### src/rtl/crc16_pkg.sv
// Shared types and constants for the CRC-16/CMS transmit framer.
package crc16_pkg;

  localparam int unsigned DATA_W = 8;
  localparam int unsigned CRC_W  = 16;

  localparam logic [CRC_W-1:0] CRC16_POLY         = 16'h8005;
  localparam logic [CRC_W-1:0] CRC16_INIT_DEFAULT = 16'hFFFF;

  typedef enum logic [1:0] {
    IDLE   = 2'd0,
    DATA   = 2'd1,
    CRC_HI = 2'd2,
    CRC_LO = 2'd3
  } state_t;

  // One output beat as held in the output register
  typedef struct packed {
    logic [DATA_W-1:0] data;
    logic              last;
  } beat_t;

endpackage

### src/rtl/crc16_tx_framer_if.sv
// Upstream payload stream and downstream framed stream of the CRC-16 framer.
interface crc16_tx_framer_if;

  logic [crc16_pkg::DATA_W-1:0] s_data;
  logic                         s_valid;
  logic                         s_last;
  logic                         s_ready;
  logic [crc16_pkg::DATA_W-1:0] m_data;
  logic                         m_valid;
  logic                         m_last;
  logic                         m_ready;

  // Framer side
  modport master (
    input  s_data, s_valid, s_last, m_ready,
    output s_ready, m_data, m_valid, m_last
  );

  // Environment side: byte source and framed-byte sink
  modport slave (
    output s_data, s_valid, s_last, m_ready,
    input  s_ready, m_data, m_valid, m_last
  );

endinterface

### src/rtl/crc16_step8.sv
// Combinational CRC-16 (poly 0x8005) update by one byte, MSB first, no reflection.
module crc16_step8
  import crc16_pkg::*;
(
  input  logic [CRC_W-1:0]  crc_in,
  input  logic [DATA_W-1:0] data,
  output logic [CRC_W-1:0]  crc_next
);

  logic [CRC_W-1:0] acc;

  // Fold the byte into the top of the register, then shift out eight bits
  always_comb begin
    acc = crc_in ^ {data, 8'h00};
    for (int unsigned i = 0; i < DATA_W; i++) begin
      if (acc[CRC_W-1]) acc = CRC_W'(acc << 1) ^ CRC16_POLY;
      else              acc = CRC_W'(acc << 1);
    end
    crc_next = acc;
  end

endmodule

### src/rtl/crc16_tx_framer.sv
// Appends a CRC-16/CMS trailer (high byte then low byte) to each payload packet.
// Build option: define CRC16_TX_INVERT_EN to complement the emitted CRC bytes.
module crc16_tx_framer
  import crc16_pkg::*;
#(
  parameter logic [CRC_W-1:0] CRC_INIT = CRC16_INIT_DEFAULT
)(
  input  logic               clk,
  input  logic               rst,
  crc16_tx_framer_if.master  bus,
  output logic [CRC_W-1:0]   crc_out,
  output logic               busy
);

`ifdef CRC16_TX_INVERT_EN
  localparam logic [DATA_W-1:0] CRC_XOR = 8'hFF;
`else
  localparam logic [DATA_W-1:0] CRC_XOR = 8'h00;
`endif

  state_t           state_q, state_d;
  beat_t            out_q, out_d;
  logic             valid_q, valid_d;
  logic [CRC_W-1:0] crc_q, crc_d;
  logic [CRC_W-1:0] crc_step_c;
  logic             slot_free_c;
  logic             s_ready_c;
  logic             accept_c;

  crc16_step8 u_step (
    .crc_in   (crc_q),
    .data     (bus.s_data),
    .crc_next (crc_step_c)
  );

  assign slot_free_c = !valid_q || bus.m_ready;
  assign s_ready_c   = !rst && slot_free_c && (state_q == IDLE || state_q == DATA);
  assign accept_c    = bus.s_valid && s_ready_c;

  always_ff @(posedge clk or posedge rst) begin
    if (rst) begin
      state_q <= IDLE;
      out_q   <= '0;
      valid_q <= 1'b0;
      crc_q   <= CRC_INIT;
    end else begin
      state_q <= state_d;
      out_q   <= out_d;
      valid_q <= valid_d;
      crc_q   <= crc_d;
    end
  end

  // Next state and output-register load; a free slot with nothing new to load empties it
  always_comb begin
    state_d = state_q;
    out_d   = out_q;
    valid_d = valid_q;
    crc_d   = crc_q;

    if (slot_free_c) begin
      valid_d    = 1'b0;
      out_d.last = 1'b0;
    end

    case (state_q)
      IDLE, DATA: begin
        if (accept_c) begin
          out_d.data = bus.s_data;
          out_d.last = 1'b0;
          valid_d    = 1'b1;
          crc_d      = crc_step_c;
          state_d    = bus.s_last ? CRC_HI : DATA;
        end
      end
      CRC_HI: begin
        if (slot_free_c) begin
          out_d.data = crc_q[15:8] ^ CRC_XOR;
          out_d.last = 1'b0;
          valid_d    = 1'b1;
          state_d    = CRC_LO;
        end
      end
      CRC_LO: begin
        if (slot_free_c) begin
          out_d.data = crc_q[7:0] ^ CRC_XOR;
          out_d.last = 1'b1;
          valid_d    = 1'b1;
          crc_d      = CRC_INIT;
          state_d    = IDLE;
        end
      end
      default: state_d = IDLE;
    endcase
  end

  assign bus.s_ready = s_ready_c;
  assign bus.m_data  = out_q.data;
  assign bus.m_last  = out_q.last;
  assign bus.m_valid = valid_q;
  assign crc_out     = crc_q;
  assign busy        = (state_q != IDLE);

endmodule

### src/flat_wrapper.sv
// flat-port wrapper written by rule: the top's interface ports become plain ports
module crc16_tx_framer_flat import crc16_pkg::*;
#(
  parameter logic [CRC_W-1:0] CRC_INIT = CRC16_INIT_DEFAULT
)
  (clk, rst, crc_out, busy, bus_s_data, bus_s_valid, bus_s_last, bus_m_ready, bus_s_ready, bus_m_data, bus_m_valid, bus_m_last);
  crc16_tx_framer_if bus_i ();
  input  logic clk;
  input  logic rst;
  output logic [CRC_W-1:0] crc_out;
  output logic busy;
  input wire logic [$bits(bus_i.s_data)-1:0] bus_s_data;
  input wire logic [$bits(bus_i.s_valid)-1:0] bus_s_valid;
  input wire logic [$bits(bus_i.s_last)-1:0] bus_s_last;
  input wire logic [$bits(bus_i.m_ready)-1:0] bus_m_ready;
  output wire logic [$bits(bus_i.s_ready)-1:0] bus_s_ready;
  output wire logic [$bits(bus_i.m_data)-1:0] bus_m_data;
  output wire logic [$bits(bus_i.m_valid)-1:0] bus_m_valid;
  output wire logic [$bits(bus_i.m_last)-1:0] bus_m_last;
  assign bus_i.s_data = bus_s_data;
  assign bus_i.s_valid = bus_s_valid;
  assign bus_i.s_last = bus_s_last;
  assign bus_i.m_ready = bus_m_ready;
  assign bus_s_ready = bus_i.s_ready;
  assign bus_m_data = bus_i.m_data;
  assign bus_m_valid = bus_i.m_valid;
  assign bus_m_last = bus_i.m_last;
  crc16_tx_framer #(.CRC_INIT(CRC_INIT)) u_core (.clk(clk), .rst(rst), .bus(bus_i), .crc_out(crc_out), .busy(busy));
endmodule
### config.mk
export PLATFORM = sky130hd
export DESIGN_NAME = crc16_tx_framer_flat
export DESIGN_NICKNAME = d
export VERILOG_FILES = /design/src/rtl/crc16_pkg.sv /design/src/rtl/crc16_tx_framer_if.sv /design/src/rtl/crc16_step8.sv /design/src/rtl/crc16_tx_framer.sv /design/src/flat_wrapper.sv
export SDC_FILE = /design/constraint.sdc
export NUM_CORES = 1
export LEC_CHECK = 0
export BUFFER_PORTS_ARGS = -buffer_cell sky130_fd_sc_hd__buf_2
export CORE_AREA = 3 3 57 59
export DETAILED_ROUTE_END_ITERATION = 10
export DIE_AREA = 0 0 60 62
export PLACE_DENSITY = 0.82
export SLEW_MARGIN = 0
export SYNTH_ARGS = -nofsm -noshare
export SYNTH_HDL_FRONTEND = slang
export SYNTH_HIERARCHICAL = 1
export SYNTH_SLANG_ARGS = --single-unit
export TNS_END_PERCENT = 1
### constraint.sdc
create_clock -name clk -period 4.3 [get_ports clk]
set_input_delay 0.43 -clock clk [delete_from_list [all_inputs] [get_ports clk]]
set_output_delay 0.43 -clock clk [all_outputs]
set_load 0.03 [all_outputs]
==> flow_summary_export.csv, run 1 <==
group,metric,value,unit
clock_network,cts_sinks,28,
clock_network,cts_tree,"done",
job,max_cap_violations,0,
placed_design,dp_hpwl,2470,µm
pwr,power_density,966,nW/µm²
route,routedWlPerCell,17.1,µm
synthesis,syn_area,1550,µm²
clock_network,hold_buffers,0,
synthesis,synth_edf_count,0,
route,wl,3350,µm
floorplanning,die_h,62,µm
critical_path,ff2ff_setup_slack,2.26,ns
synthesis,synth.distinct_cells,33,
synthesis,ys_warn_count,6,
clock_network,cts_buffers,3,
route,vias_per_cell,5.74,
timing,fin_crit_sh,0.504,
floorplanning,start_util,0.563,
critical_path,endpoint_kind,"primary output",
critical_path,r2r_start,"u_core/crc_out[12]$_DFFE_PP1P_",
placed_design,place.gp.congestion,0.831,
worst_hold_path,hold_class,"input port to asynchronous set/reset pin",
final_layout,drive_gt1_frac,0.436,
timing,hold_slack,0.366,ns
critical_path,r2r-end,"u_core/crc_out[15]$_DFFE_PP1P_",
clock_network,path_clk_slew,0.15,ns
final_layout,num-fill-cells,234,
synthesis,synthArstFlopShare,1.00,
timing,worst_slew_pin_slew,1.04,ns
synthesis,synth_cells,133,
final_layout,stdcell_area,1760,µm²
timing,rsz0062_at_grt,"no",
synthesis,ys_seq_area_frac,0.464,
synthesis,ys_top_cells_by_area,"dfstp_2 (27%), dfrtp_1 (19%), o22a_1 (9.0%)",
route,via_count,1125,
final_layout,nets,179,
route,ant_nets,0,
final_layout,area_growth,13.5,%
synthesis,ys_seq_elements,28,
route,drc,0,
floorplanning,core_area,2760,µm²
synthesis,syn_area_per_cell,11.7,µm²
clock_network,clock_tree.buffer_depth,2,
grt,grt_remaining_overflow,0,
timing,finalSetupViolations,0,
critical_path,arrival,1.74,ns
critical_path,reg2regPathDepth,5,
timing,finalHoldViolations,0,
timing,max_clock_freq,461,MHz
clock_network,clk_latency,0.32,ns
pwr,leakage,0.000730,µW
grt,grt_pass1_wl,5320,µm
grt,antenna_found_initial,0,
outcome,status,"finished, final reports clean",
timing,period_needed,2.17,ns
critical_path,critPathLaunch,"u_core/bus.m_valid$_DFF_PP0_",
grt,grt_max_degree,29,
critical_path,crit_path_end,"bus_s_ready",
critical_path,worstSetupPathType,"flip-flop to primary output",
placed_design,portBuffers,40,
final_layout,antenna_cells,0,
synthesis,syn-num-nets,146,
timing,maxSlewViolCount,0,
synthesis,ys_top_cells_by_count,"dfstp_2 (16), o22a_1 (16), dfrtp_1 (12)",
route,drtPass1Iterations,4,
critical_path,startpoint_type,"flip-flop",
floorplanning,die_area,3720,µm²
synthesis,synth_top_area_share,0.271,
pwr,max-vdd-ir-drop,0.666,mV
clock_network,root_buffer,"clkbuf_4",
synthesis,synth.largest_area_cell,"dfstp_2",
grt,first_global_vias,1108,
floorplanning,top_level_ports,41,
clock_network,post_cts_buffers,0,
floorplanning,dieWidth,60,µm
critical_path,required,3.87,ns
clock_network,cts_resized,0,
placed_design,placed_area,1710,µm²
clock_network,htree_levels,1,
timing,clock_skew,0.00116,ns
grt,track_usage,0.196,
synthesis,synth_flop_cell,"dfstp_2",
critical_path,cp_max_fo,8,
timing,setup_tns,0,ns
floorplanning,rows,19,
route,drt_iter0_markers,42,
timing,timing.slew.headroom,0.307,
-- power breakdown --
part	total [µW]	internal [µW]	switching (µW)
Clock	172	94.3	77.9
Sequential	551	423	128
Combinational	979	401	578
-- area by class of cell --
| cell class | count | area, µm² | area share |
|---|---|---|---|
| inverter | 3 | 11.3 | 0.00639 |
| tap | 31 | 38.8 | 0.0220 |
| clock inverter | 1 | 30.0 | 0.0170 |
| timing repair buffer | 40 | 200 | 0.114 |
| sequential | 28 | 721 | 0.409 |
| multi-input combinational | 90 | 738 | 0.419 |
| clock buffer | 3 | 22.5 | 0.0128 |
-- cells by family after synthesis --
kind of cell | synth area share
muxes | 0.0556
xor gates and xnor gates | 0.142
buffers and inverters | 0.0604
DFF | 0.464
AOI/OAI and AO/OA | 0.195
and+or+nand+nor | 0.0830
-- layout by cell type, fill, tap and decap left out, types with 2 or more instances in the layout --
cell type  synthesis  layout
a21oi_1            7       7
clkbuf_4           0       3
nand2_1            5       5
xor2_1             7       7
xnor2_1           11      11
nand2b_1           2       2
nor2_1            10      10
buf_2              3      40
mux2_2             5       5
a211oi_1           3       3
o22a_1            16      16
dfstp_2           16      16
dfrtp_1           12      12
a221o_1            3       3
a22oi_1            5       5
mux2i_1            3       3
inv_1              3       3
-- how the worst min path moves through the flow --
stage,from,end,slack (ns),depth (start not counted)
finish,rst,u_core/state_q[0]$_DFFE_PP0P_,0.37,2
CTS,bus_s_data[7],u_core/bus.m_data[7]$_DFFE_PP0P_,0.36,2
global route,bus_s_data[2],u_core/bus.m_data[2]$_DFFE_PP0P_,0.36,2
global placement,u_core/bus.m_last$_DFF_PP0_,u_core/bus.m_last$_DFF_PP0_,0.47,2
floorplan,rst,u_core/bus.m_data[0]$_DFFE_PP0P_,0.48,1
detailed placement,u_core/bus.m_last$_DFF_PP0_,u_core/bus.m_last$_DFF_PP0_,0.49,2
-- flip-flops by register name (all words and copies together), names as in the netlist --
register            count
u_core/crc_out         16
u_core/bus.m_data       8
u_core/state_q          2
u_core/bus.m_last       1
u_core/bus.m_valid      1
-- through the flow --
| stage | setup WS (ns) | cells | util | total power, µW |
|---|---|---|---|---|
| 3_3_place_gp | 2.30 | 192 | 0.620 | 1490 |
| 3_5_place_dp | 2.20 | 192 | 0.620 | 1530 |
| 4_1_cts | 2.11 | 196 | 0.639 | 1710 |
| 2_1_floorplan | 2.31 | 133 | - | 1340 |
| 5_1_grt | 1.95 | 196 | 0.639 | 1810 |
| 6_report | 2.13 | 196 | 0.639 | 1700 |
-- worst max-delay path: stages (launching register included) --
cell and delay (ns):
dfrtp_1 0.38, nor2b_1 0.74, nor3_2 0.07, buf_2 0.21
-- layer usage --
layer / vias up / global-route usage / part of all wire
met5: - / 0 / 0
met4: 0 / 0.0918 / 0.013
met3: 4 / 0.0269 / 0.061
met2: 38 / 0.327 / 0.50
met1: 542 / 0.254 / 0.42
li1: 541 / - / -
No activity file was read; power rests on OpenSTA's default activity.
==> inputs of run 2 (changes only) <==
--- a/config.mk
+++ b/config.mk
@@ -6,10 +6,10 @@
 export NUM_CORES = 1
 export LEC_CHECK = 0
 export BUFFER_PORTS_ARGS = -buffer_cell sky130_fd_sc_hd__buf_2
-export CORE_AREA = 3 3 57 59
+export CORE_AREA = 3 3 62 64
 export DETAILED_ROUTE_END_ITERATION = 10
-export DIE_AREA = 0 0 60 62
-export PLACE_DENSITY = 0.82
+export DIE_AREA = 0 0 65 67
+export PLACE_DENSITY = 0.73
 export SLEW_MARGIN = 0
 export SYNTH_ARGS = -nofsm -noshare
 export SYNTH_HDL_FRONTEND = slang
==> constraint.sdc (replaced) <==
create_clock -name clk -period 1.9 [get_ports clk]
set_input_delay 0.19 -clock clk [delete_from_list [all_inputs] [get_ports clk]]
set_output_delay 0.19 -clock clk [all_outputs]
set_load 0.03 [all_outputs]
==> flow_summary_export.csv, run 2 (synthesis results as in run 1) <==
group,metric,value,unit
outcome,status,"finished with violations",
route,drt_iter0_markers,123,
final_layout,area_growth,23.4,%
final_layout,nets,194,
critical_path,cp_max_fo,3,
final_layout,instances_no_fill,226,
grt,first_global_vias,1190,
pwr,clock_power_share,0.072,
route,drc,0,
pwr,totalPowerFinal,3960,µW
pwr,power_density,2070,nW/µm²
floorplanning,die_h,67,µm
pwr,comb_power_share,0.622,
timing,maxSlewViolCount,0,
critical_path,startpoint_type,"flip-flop",
job,max_cap_violations,0,
critical_path,slowest_delay,0.58,ns
route,vias_per_cell,5.20,
clock_network,path_clk_slew,0.14,ns
worst_hold_path,hold_class,"input port to flip-flop",
timing,period_needed,1.93,ns
final_layout,drive_gt1_frac,0.500,
grt,grt_pass1_wl,5870,µm
grt,track_usage,0.176,
route,routedWlPerCell,16.1,µm
placed_design,dp_hpwl,2670,µm
timing,worst_slew_pin_slew,0.566,ns
clock_network,cts_tree,"done",
timing,finalHoldViolations,0,
floorplanning,dieWidth,65,µm
clock_network,cts_sinks,28,
pwr,internal-power,2150,µW
critical_path,endpoint_kind,"flip-flop",
final_layout,final_common_cell,"buf_2",
floorplanning,start_util,0.465,
critical_path,worstSetupPathType,"flip-flop to flip-flop",
placed_design,place.gp.congestion,0.805,
final_layout,num-fill-cells,312,
clock_network,clock_tree.buffer_depth,2,
clock_network,htree_levels,1,
placed_design,preCtsSetupSlack,0.0215,ns
grt,antenna_found_initial,0,
timing,finalSetupViolations,1,
floorplanning,rows,21,
grt,grt_remaining_overflow,0,
pwr,leakage,0.000812,µW
timing,rsz0062_at_grt,"yes",
pwr,power_switching,1810,µW
route,via_count,1176,
critical_path,arrival,2.20,ns
timing,max_clock_freq,518,MHz
placed_design,placedCellCount,216,
final_layout,largest_reg_flops,16,
pwr,max-vdd-ir-drop,1.04,mV
final_layout,layout_common_cells,"buf_2 (40), o22a_1 (16), dfstp_2 (16), buf_4 (14), dfrtp_1 (12)",
clock_network,root_buffer,"clkbuf_4",
placed_design,portBuffers,40,
pwr,p_seq_frac,0.306,
route,wl,3640,µm
timing,timing.slew.headroom,0.622,
critical_path,critical_path.cell_chain,"xnor2_2 -> xor2_1 -> xnor3_2 -> xnor3_1 -> o22a_1",
clock_network,cts_buffers,3,
grt,grt_max_degree,22,
floorplanning,top_level_ports,41,
final_layout,utilization,0.574,
route,drtPass1Iterations,4,
outcome,violations,"negative setup slack",
floorplanning,die_area,4360,µm²
clock_network,clk_latency,0.32,ns
route,ant_nets,0,
final_layout,antenna_cells,0,
pwr,switching_share,0.457,
timing,clock_skew,0.00199,ns
critical_path,slowest_stage,"dfstp_2",
timing,setup_ws,-0.0313,ns
timing,fin_crit_sh,1.02,
critical_path,required,2.17,ns
floorplanning,core_area,3340,µm²
==> run 2: area by class of cell <==
cell class	instances	area, µm²	area share
clock buffers	4	36.3	0.0189
inverters	3	11.3	0.00588
multi-input cells	90	774	0.404
flip-flops and latches	28	721	0.376
well taps	46	57.6	0.0300
repair buffers	55	315	0.165
==> run 2: worst max-delay path: cells and delay by family (launching register included) <==
kind	cells	cell delay (ns)
XOR/XNOR	4	1.08
flip-flops	1	0.58
AO/OA/AOI/OAI	1	0.21
==> run 2: power by group through the flow <==
stage                     clock network, µW  logic [µW]  registers (µW)
after floorplan                           0        1400            1660
after global placement                    0        2310            1210
after detailed placement                  0        2350            1220
after CTS                               299        2440            1210
after global routing                    328        2620            1250
final                                   286        2470            1210
==> run 2: what timing repair did <==
| item | CTS | global route |
|---|---|---|
| hold buffers | 1 | 0 |
| hold endpoints to repair | 7 | 0 |
| buffers inserted | 4 | 1 |
| setup endpoints to repair | 1 | 3 |
| resized for setup | 2 | 0 |
| pin swaps | 2 | 0 |
==> run 2: routing by layer <==
| layer | up-vias | global-route usage | routed length [µm] |
|---|---|---|---|
| li1 | 568 | - | - |
| met5 | - | 0 | 0 |
| met4 | 0 | 0.0475 | 14 |
| met3 | 2 | 0.0270 | 207 |
| met1 | 571 | 0.238 | 1600 |
| met2 | 35 | 0.292 | 1820 |
==> run 2: through the flow <==
step / cell area (µm²) / setup TNS [ns] / hold slack, ns
final: 1920 / -0.0313 / 0.141
after global routing: 1920 / -0.160 / 0.138
after CTS: 1910 / 0 / 0.135
after detailed placement: 1820 / 0 / 0.200
after global placement: 1820 / 0 / 0.187
after floorplan: 1570 / -0.0341 / 0.244
==> run 2: final timing paths <==
kind	depth (start not counted)	slack [ns]	endpoint	start
max	5	-0.03	u_core/crc_out[15]$_DFFE_PP1P_	u_core/crc_out[14]$_DFFE_PP1P_
min	2	0.14	u_core/bus.m_data[5]$_DFFE_PP0P_	bus_s_data[5]
max reg2reg	5	-0.03	u_core/crc_out[15]$_DFFE_PP1P_	u_core/crc_out[14]$_DFFE_PP1P_
min reg2reg	2	0.51	u_core/bus.m_last$_DFF_PP0_	u_core/bus.m_last$_DFF_PP0_
max in group asynchronous	4	0.88	u_core/crc_out[13]$_DFFE_PP1P_	rst
min in group asynchronous	3	0.38	u_core/bus.m_data[7]$_DFFE_PP0P_	rst
==> inputs of run 3 (changes only) <==
--- a/config.mk
+++ b/config.mk
@@ -5,10 +5,11 @@
 export SDC_FILE = /design/constraint.sdc
 export NUM_CORES = 1
 export LEC_CHECK = 0
-export BUFFER_PORTS_ARGS = -buffer_cell sky130_fd_sc_hd__buf_2
-export CORE_AREA = 3 3 62 64
+export ABC_AREA = 1
+export BUFFER_PORTS_ARGS = -buffer_cell sky130_fd_sc_hd__buf_4
+export CORE_AREA = 3 3 70 72
 export DETAILED_ROUTE_END_ITERATION = 10
-export DIE_AREA = 0 0 65 67
+export DIE_AREA = 0 0 73 75
 export PLACE_DENSITY = 0.73
 export SLEW_MARGIN = 0
 export SYNTH_ARGS = -nofsm -noshare
==> flow_summary_export.csv, run 3 <==
group,metric,value,unit
critical_path,required,2.11,ns
placed_design,preCtsSetupSlack,-0.240,ns
final_layout,area_growth,25.8,%
floorplanning,die_h,75,µm
pwr,max-vdd-ir-drop,0.927,mV
floorplanning,die_area,5480,µm²
critical_path,r2r_start,"u_core/crc_out[15]$_DFFE_PP1P_",
outcome,violations,"negative setup slack",
clock_network,cts_buffers,3,
route,wl,5400,µm
critical_path,arrival,2.38,ns
grt,first_global_vias,1891,
job,max_cap_violations,0,
final_layout,layout_common_cells,"nand2_1 (73), buf_4 (61), nand3_1 (55), dfstp_2 (16)",
pwr,power_switching,2830,µW
critical_path,ff2ff_setup_slack,-0.26,ns
clock_network,cts_tree,"done",
floorplanning,start_util,0.486,
route,drtPass1Iterations,4,
synthesis,synth_cells,267,
placed_design,place.gp.congestion,0.938,
pwr,internal-power,3010,µW
pwr,comb_power_share,0.697,
pwr,clock_power_share,0.083,
pwr,leakage,0.00142,µW
critical_path,startpoint_type,"flip-flop",
clock_network,root_buffer,"clkbuf_8",
synthesis,ys_seq_area_frac,0.341,
timing,setup_ws,-0.263,ns
grt,grt_pass1_wl,8830,µm
critical_path,slowest_stage,"dfstp_2",
timing,finalHoldViolations,0,
timing,period_needed,2.16,ns
synthesis,synth_most_common_cell,"nand2_1",
critical_path,critPathLaunch,"u_core/crc_out[15]$_DFFE_PP1P_",
final_layout,utilization,0.611,
final_layout,nets,330,
grt,grt_max_degree,21,
outcome,status,"finished with violations",
grt,grt_remaining_overflow,0,
timing,worst_slew_pin_slew,0.585,ns
critical_path,endpoint_kind,"flip-flop",
synthesis,synthArstFlopShare,1.00,
final_layout,largest_reg_flops,16,
clock_network,clk_latency,0.28,ns
synthesis,synth.distinct_cells,26,
final_layout,drive_gt1_frac,0.443,
route,vias_per_cell,5.31,
pwr,switching_share,0.485,
timing,maxSlewViolCount,0,
clock_network,htree_levels,1,
floorplanning,top_level_ports,41,
pwr,p_seq_frac,0.221,
placed_design,dp_hpwl,4090,µm
timing,finalSetupViolations,8,
timing,rsz0062_at_grt,"yes",
synthesis,synth.largest_area_cell,"dfstp_2",
clock_network,path_clk_slew,0.10,ns
synthesis,syn_area_per_cell,7.92,µm²
synthesis,syn_area,2120,µm²
grt,track_usage,0.204,
worst_hold_path,hold_class,"input port to asynchronous set/reset pin",
floorplanning,rows,24,
final_layout,instances_no_fill,368,
clock_network,cts_sinks,28,
timing,clock_skew,0.00436,ns
timing,hold_slack,0.00258,ns
placed_design,placedCellCount,363,
final_layout,antenna_cells,0,
synthesis,synth_edf_count,0,
final_layout,final_common_cell,"nand2_1",
synthesis,ys_top_cells_by_count,"nand2_1 (76), nand3_1 (59), dfstp_2 (16)",
pwr,power_density,2190,nW/µm²
synthesis,syn-num-nets,280,
critical_path,cp_max_fo,5,
timing,timing.slew.headroom,0.609,
synthesis,synth_flop_cell,"dfstp_2",
timing,fin_crit_sh,1.14,
synthesis,synth_top_area_share,0.199,
timing,max_clock_freq,462,MHz
critical_path,critical_path.cell_chain,"inv_2 -> nand2_2 -> nand2_4 -> nand2_4 -> nand3_2 -> nand3_4 -> nand3_2 -> nand3_4 -> nand2_4 -> nand2_2 -> nand3_2 -> nand3_1 -> nand2_1 -> or2_4 -> nand2_1 -> nand2_1",
grt,antenna_found_initial,0,
route,routedWlPerCell,14.7,µm
critical_path,slowest_delay,0.60,ns
clock_network,clock_tree.buffer_depth,2,
placed_design,portBuffers,40,
synthesis,ys_top_cells_by_area,"dfstp_2 (20%), dfrtp_1 (14%), nand3_1 (14%)",
route,drc,0,
floorplanning,dieWidth,73,µm
route,drt_iter0_markers,70,
critical_path,worstSetupPathType,"flip-flop to flip-flop",
floorplanning,core_area,4350,µm²
route,ant_nets,0,
synthesis,ys_warn_count,6,
route,via_count,1955,
synthesis,ys_seq_elements,28,
run 3: timing repair:
item | in CTS | in global routing
hold buffers | 0 | 0
resized for setup | 3 | 1
pin swaps | 7 | 1
buffers inserted | 1 | 0
endpoints found under the setup margin | 8 | 8
run 3: cell type report:
| cell class | instances | area, µm² |
|---|---|---|
| clock buffer | 3 | 41.3 |
| clock inverter | 1 | 30.0 |
| fill | 387 | 1690 |
| inverter | 17 | 63.8 |
| multi-input combinational | 205 | 1260 |
| sequential | 28 | 721 |
| tap | 52 | 65.1 |
| timing repair buffer | 62 | 478 |
run 3: stage by stage:
stage,TNS (ns),cell area [µm²],total power (µW)
after detailed placement,-1.25,2570,5260
after CTS,-1.40,2660,5830
after global placement,-0.807,2570,5190
after floorplan,-1.34,2140,4220
final,-1.56,2660,5840
after global routing,-2.52,2660,6260
run 3: path summary, 6_finish.rpt:
check / to / depth (start not counted)
worst max-delay path: u_core/crc_out[15]$_DFFE_PP1P_ / 16
worst min-delay path: u_core/state_q[0]$_DFFE_PP0P_ / 2
worst max register to register: u_core/crc_out[15]$_DFFE_PP1P_ / 16
worst min register to register: u_core/bus.m_last$_DFF_PP0_ / 2
max in group asynchronous: u_core/crc_out[9]$_DFFE_PP1P_ / 3
min in group clk: u_core/state_q[0]$_DFFE_PP0P_ / 4
run 3: layer usage:
metal	routed length, µm	part of all wire	GRT usage	vias to the layer above
met3	330	0.061	0.0187	6
met5	0	0	0	-
met2	2630	0.49	0.343	68
met4	80	0.015	0.0656	0
li1	-	-	-	970
met1	2360	0.44	0.276	911
run 3: critical path: cells and delay by family (launching register included):
| kind | cells | cell delay, ns |
|---|---|---|
| flops | 1 | 0.60 |
| simple gates | 15 | 1.43 |
| buf+inv | 1 | 0.06 |
run 3: logic make-up after synthesis:
family,count (synthesis),share of synthesized area
and+or+nand+nor,191,0.509
DFF,28,0.341
buffers and inverters,34,0.0822
xor gates and xnor gates,13,0.0662
AOI/OAI and AO/OA,1,0.00236
run 3: power by group through the flow:
stage	Clock (µW)	Combinational [µW]	Sequential (µW)
5_1_grt	515	4410	1330
3_5_place_dp	0	3960	1300
2_1_floorplan	0	2480	1750
4_1_cts	492	4050	1290
6_report	483	4070	1290
3_3_place_gp	0	3910	1280
